**src/rtl/bus_arb_pkg.sv**
```systemverilog
// rtl/bus_arb_pkg.sv - shared types and constants for the system bus arbiter
// Purpose : arbiter state encoding, ID width for the largest master count,
//           default timeout and grant enable/disable levels used by bus blocks.
// Ports   : none (package).
package bus_arb_pkg;

   typedef enum logic {
      ARB_IDLE  = 1'b0,
      ARB_OWNED = 1'b1
   } arb_state_t;

   localparam int ARB_MAX_MASTERS        = 8;
   localparam int ARB_ID_W               = $clog2(ARB_MAX_MASTERS);
   localparam int ARB_TIMEOUT_CYCLES_DEF = 256;

   localparam logic GRNT_EN  = 1'b1;
   localparam logic GRNT_DIS = 1'b0;

endpackage

```
**src/rtl/bus_arbiter_rr_pick.sv**
```systemverilog
// rtl/bus_arbiter_rr_pick.sv - combinational round-robin winner picker
// Purpose : first eligible requester at or after start_i (wrapping), as one-hot.
// Ports   : req_i     - request vector
//           start_i   - index where the search begins
//           excl_i    - mask of masters not eligible this edge
//           onehot_o  - one-hot winner (zero if none)
//           found_o   - a winner exists
module rr_pick
   import bus_arb_pkg::*;
#(
   parameter int NUM_MASTERS = 4
) (
   input  logic [NUM_MASTERS-1:0]         req_i,
   input  logic [$clog2(NUM_MASTERS)-1:0] start_i,
   input  logic [NUM_MASTERS-1:0]         excl_i,
   output logic [NUM_MASTERS-1:0]         onehot_o,
   output logic                           found_o
);

   logic [NUM_MASTERS-1:0]   elig;
   logic [2*NUM_MASTERS-1:0] dbl_req;
   logic [NUM_MASTERS-1:0]   rot_req;
   logic [NUM_MASTERS-1:0]   rot_win;
   logic [2*NUM_MASTERS-1:0] dbl_win;

   assign elig    = req_i & ~excl_i;
   // Rotate so that bit 0 is master start_i, take the lowest set bit, rotate back.
   assign dbl_req = {elig, elig} >> start_i;
   assign rot_req = dbl_req[NUM_MASTERS-1:0];
   assign rot_win = rot_req & (~rot_req + 1'b1);
   assign dbl_win = {rot_win, rot_win} << start_i;

   assign onehot_o = dbl_win[2*NUM_MASTERS-1:NUM_MASTERS];
   assign found_o  = |rot_req;

endmodule

```
**src/rtl/bus_arbiter.sv**
```systemverilog
// rtl/bus_arbiter.sv - round-robin system bus arbiter with hold-until-release
// Purpose : grants one of NUM_MASTERS masters; owner keeps the bus until it drops
//           its request. Optional forced release after TIMEOUT_CYCLES under
//           contention when BUS_ARB_TIMEOUT_EN is defined.
// Ports   : clk           - bus clock
//           reset         - asynchronous active-low reset
//           m_req         - per-master request level
//           m_grnt        - registered one-hot (or zero) grant
//           grnt_valid    - any grant bit set
//           grnt_id       - index of current owner, 0 when none
//           timeout_pulse - one-cycle strobe on forced release (BUS_ARB_TIMEOUT_EN only)
module bus_arbiter
   import bus_arb_pkg::*;
#(
   parameter int NUM_MASTERS    = 4,
   parameter int TIMEOUT_CYCLES = ARB_TIMEOUT_CYCLES_DEF
) (
   input  logic                           clk,
   input  logic                           reset,
   input  logic [NUM_MASTERS-1:0]         m_req,
   output logic [NUM_MASTERS-1:0]         m_grnt,
   output logic                           grnt_valid,
   output logic [$clog2(NUM_MASTERS)-1:0] grnt_id
`ifdef BUS_ARB_TIMEOUT_EN
   ,
   output logic                           timeout_pulse
`endif
);

   localparam int ID_W = $clog2(NUM_MASTERS);

   if (NUM_MASTERS < 2 || NUM_MASTERS > ARB_MAX_MASTERS || TIMEOUT_CYCLES < 2) begin : g_bad_cfg
      $error("bus_arbiter: illegal NUM_MASTERS or TIMEOUT_CYCLES");
   end

   arb_state_t             state_q;
   logic [NUM_MASTERS-1:0] m_grnt_q;
   logic                   grnt_valid_q;
   logic [ID_W-1:0]        grnt_id_q;
   logic [ID_W-1:0]        last_id_q;

   logic [ID_W-1:0]        start_idx;
   logic [NUM_MASTERS-1:0] pick_onehot;
   logic                   pick_found;
   logic [ID_W-1:0]        pick_id;
   logic                   owner_req;
   logic                   force_rel;

   assign owner_req = |(m_req & m_grnt_q);
   // Owner and last_id coincide while OWNED, so one start index serves both states.
   assign start_idx = (last_id_q == ID_W'(NUM_MASTERS - 1)) ? '0 : last_id_q + ID_W'(1);

   // Excluding the current grant keeps a releasing (or timed-out) owner out of this edge.
   rr_pick #(
      .NUM_MASTERS (NUM_MASTERS)
   ) u_rr_pick (
      .req_i    (m_req),
      .start_i  (start_idx),
      .excl_i   (m_grnt_q),
      .onehot_o (pick_onehot),
      .found_o  (pick_found)
   );

   always_comb begin
      pick_id = '0;
      for (int i = 0; i < NUM_MASTERS; i++) begin
         if (pick_onehot[i]) pick_id = ID_W'(i);
      end
   end

`ifdef BUS_ARB_TIMEOUT_EN
   localparam int              CNT_W   = $clog2(TIMEOUT_CYCLES);
   localparam logic [CNT_W-1:0] CNT_MAX = CNT_W'(TIMEOUT_CYCLES - 1);

   logic [CNT_W-1:0] cnt_q;
   logic             timeout_pulse_q;

   assign force_rel     = (cnt_q == CNT_MAX) && owner_req && |(m_req & ~m_grnt_q);
   assign timeout_pulse = timeout_pulse_q;
`else
   assign force_rel = 1'b0;
`endif

   always_ff @(posedge clk or negedge reset) begin
      if (!reset) begin
         state_q      <= ARB_IDLE;
         m_grnt_q     <= '0;
         grnt_valid_q <= GRNT_DIS;
         grnt_id_q    <= '0;
         last_id_q    <= ID_W'(NUM_MASTERS - 1);
`ifdef BUS_ARB_TIMEOUT_EN
         cnt_q           <= '0;
         timeout_pulse_q <= 1'b0;
`endif
      end else begin
`ifdef BUS_ARB_TIMEOUT_EN
         timeout_pulse_q <= force_rel;
`endif
         case (state_q)
            ARB_IDLE: begin
               if (pick_found) begin
                  state_q      <= ARB_OWNED;
                  m_grnt_q     <= pick_onehot;
                  grnt_valid_q <= GRNT_EN;
                  grnt_id_q    <= pick_id;
                  last_id_q    <= pick_id;
`ifdef BUS_ARB_TIMEOUT_EN
                  cnt_q        <= '0;
`endif
               end
            end
            ARB_OWNED: begin
               if (!owner_req || force_rel) begin
                  if (pick_found) begin
                     m_grnt_q     <= pick_onehot;
                     grnt_valid_q <= GRNT_EN;
                     grnt_id_q    <= pick_id;
                     last_id_q    <= pick_id;
                  end else begin
                     state_q      <= ARB_IDLE;
                     m_grnt_q     <= '0;
                     grnt_valid_q <= GRNT_DIS;
                     grnt_id_q    <= '0;
                  end
`ifdef BUS_ARB_TIMEOUT_EN
                  cnt_q <= '0;
`endif
               end else begin
`ifdef BUS_ARB_TIMEOUT_EN
                  // Saturates so a lone owner is never forced off.
                  if (cnt_q != CNT_MAX) cnt_q <= cnt_q + CNT_W'(1);
`endif
               end
            end
         endcase
      end
   end

   assign m_grnt     = m_grnt_q;
   assign grnt_valid = grnt_valid_q;
   assign grnt_id    = grnt_id_q;

endmodule

```
**config.mk**
```make
export PLATFORM = sky130hd
export DESIGN_NAME = bus_arbiter
export DESIGN_NICKNAME = d
export VERILOG_FILES = /design/src/rtl/bus_arb_pkg.sv /design/src/rtl/bus_arbiter_rr_pick.sv /design/src/rtl/bus_arbiter.sv
export SDC_FILE = /design/constraint.sdc
export NUM_CORES = 1
export LEC_CHECK = 0
export BUFFER_PORTS_ARGS = -buffer_cell sky130_fd_sc_hd__buf_2
export CAP_MARGIN = 10
export CORE_AREA = 2 2 39 41
export DETAILED_ROUTE_END_ITERATION = 6
export DIE_AREA = 0 0 41 43
export HOLD_SLACK_MARGIN = 0.05
export PLACE_DENSITY_LB_ADDON = 0.3
export SETUP_SLACK_MARGIN = 0.1
export SLEW_MARGIN = 40
export SYNTH_ARGS = -nofsm -noshare
export SYNTH_HDL_FRONTEND = slang
export SYNTH_SLANG_ARGS = --single-unit
export TNS_END_PERCENT = 5
```
**constraint.sdc**
```tcl
create_clock -name clk -period 3.6 [get_ports clk]
set_input_delay 0.36 -clock clk [delete_from_list [all_inputs] [get_ports clk]]
set_output_delay 0.36 -clock clk [all_outputs]
set_load 0.02 [all_outputs]
```
==> results.md <==
* Status: finished, final reports clean
* Hold Violations, Final at 0
* Syn Nets at 71
* Most common cell after layout, fill and taps aside: buf_2
* Fin Setup TNS at 0 ns
* Share of cells above drive strength 1 at a little under a third
* Die Height at 43 um
* Setup bufs post-CTS at 0
* Clock-pin slew on the worst setup and hold paths at roughly 0.070 ns
* Worst path max stage delay at around 0.57 ns
* Remaining DRCs at 0
* Area grow syn2layout at 14.1%
* Cell family with most CP delay: flip-flops
* DIE WIDTH at ~41 um
* First-pass GRT wire length at between 2000 and 2500 um
* I/O Buffers at 12
* Number of synthesized flops with an enable pin at 0
* Worst-margin pin slew at between 0.4 and 0.5 ns
* Final Setup Violations at 0
* Met2 Track Usage GR at a little over a quarter
* Die ar. at about 1800 um2
* Clk Latency, worst-skew pair at around 0.27 ns
* Ports at 13
* Vias in the first global route at roughly 510
* Pwr Density at 956 nW/um2
* Main synth FF type: dfrtp_1
* Crit path buf inv count at 1
* Initial antenna violation count at 0
* Rows at 14
* #FFs+latches synth at 10
* Clk sinks at 10
* RSZ-0062 raised after global routing: no
* Buffer type at the clock tree root: clkbuf_4
* Initial DRC count at 11
* Via-to-Cell Ratio at a little over 6
* Worst Hold Class: in2async
* Tcrit/Tclk final at between 40% and 50%
* Final Critical Period at ~1.7 ns
* Sequential-to-total area share from yosys stat at about two fifths
* Leakage dissipation at 0.336 nW
* Crit path required time at 3.82 ns
* HPWL Detailed at ~1000 um
* Post-synth ARST share at between 90% and 100%
* Worst-path fanout max at 7
* Avg Cell Area, Syn at roughly 10 um2
* Critical Path Slowest Stage Cell: dfstp_2
* GRT Total Usage at approximately a fifth
* Fmax achieved at about 580 MHz
* Min Hold Slack at about 0.48 ns
* Max Cap Viol at 0
* Startpoint Class: register
* Final Max Slew Viols at 0
* Layout Nets at 86
* Unique cell type count in the Yosys netlist at 28
* Gr busiest metal: met2
* CP cell instances: ha_1, inv_1, o211ai_1, a32oi_1, mux2_4
* Most frequent cells in the layout: buf_2 (12), dfrtp_1 (8), o21ai_0 (5)
* Maximum clock path buffer count at 2
* Largest net degree at the start of global routing at 11
* Post-synthesis instance total at between 60 and 70
* Detailed-route via count at 573
* # diodes at 0
* CTS tree: built
* Mapped Area at around 660 um2
* Worst Setup End Kind: register
* Rel. slew slack at 69.5%
* Total gr overflow at 0
* Worst EP arrival at about 1.9 ns
* Crit Path Class: reg2reg
* H-tree lvl count at 1
* Peak VDD IR at roughly 460 uV
* CTS Buf Count at 3
* Synthesis warning total at 0
* Worst Skew at 0.000891 ns
* Wirelength, routed at about 1400 um
* Drt pass-1 iters at 4
* Initial Utilization at between 40% and 50%
* Grt met3 use at approximately 3.1%
* Routed WL per cell at 14.4 um
* Met1 usage at approximately a quarter
* CORE AREA at around 1400 um2
* GP Congestion at a little over 0.9
* DRT antenna net count at 0
sequential cells by signal, indices dropped and copies added (netlist names):
name        flops
last_id_q       2
grnt_id         2
m_grnt          4
grnt_valid      1
state_q         1
power by group:
group	internal [mW]	leakage (nW)	switching, mW	total, mW
combinational	0.173	0.197	0.238	0.411
sequential	0.166	0.118	0.0351	0.201
clock	0.0615	0.0210	0.0424	0.104
total	0.401	0.336	0.316	0.716
cell families after synthesis:
group                      count (synthesis)  synth area share [%]
and+or+nand+nor                           19                  19.0
adders and majority gates                  1                  1.90
buffers and inverters                      5                  6.29
AOI/OAI and AO/OA                         26                  29.0
DFF                                       10                  38.5
muxes                                      3                  5.33
per-stage QoR:
| step | total power [mW] | setup WS (ns) | instances | utilization, % | cell area, um2 |
|---|---|---|---|---|---|
| 5_1_grt | 0.771 | 1.78 | 94 | 54.2 | 749 |
| 3_5_place_dp | 0.612 | 1.92 | 89 | 50.8 | 703 |
| 2_1_floorplan | 0.537 | 2.04 | 64 | - | 657 |
| 3_3_place_gp | 0.606 | 1.92 | 89 | 50.8 | 703 |
| 4_1_cts | 0.720 | 1.90 | 94 | 54.2 | 749 |
| 6_report | 0.716 | 1.88 | 94 | 54.2 | 749 |
area by class of cell:
class / count / area, um2
fill: 141 / 634
multi-input combinational: 49 / 363
sequential: 10 / 253
timing repair buffer: 13 / 70.1
clock buffer: 4 / 36.3
tap: 16 / 20.0
inverter: 2 / 7.51
layer usage:
layer	routed length, um	vias to the layer above
met2	644	24
met1	582	269
met4	35	0
met3	93	5
li1	-	275
met5	0	-
Yosys cell counts, types with 3 or more instances:
cell	number	area, um2
dfrtp_1	8	200
o21ai_0	5	25.0
a21oi_1	4	20.0
a22o_1	4	35.0
nand2_1	4	15.0
nor2_1	4	15.0
a32o_1	3	30.0
buf_6	3	33.8
o211ai_1	3	22.5
what timing repair did:
action | in CTS | in global routing
hold endpoints to repair | 8 | 0
hold buffers | 1 | 0
gates resized for setup | 0 | 0
worst paths after layout:
kind,start,endpoint,slack (ns),cells past startpoint
worst min register to register,grnt_id[0],grnt_id[0],0.49,1
min in group clk,grnt_id[0],grnt_id[0],0.49,1
worst max-delay path,last_id_q[0],last_id_q[1],1.88,5
worst min-delay path,reset,state_q,0.48,2
worst max register to register,last_id_q[0],last_id_q[1],1.88,5
max in group asynchronous,reset,last_id_q[0],2.87,2
Power figures use the tool's default switching activity.
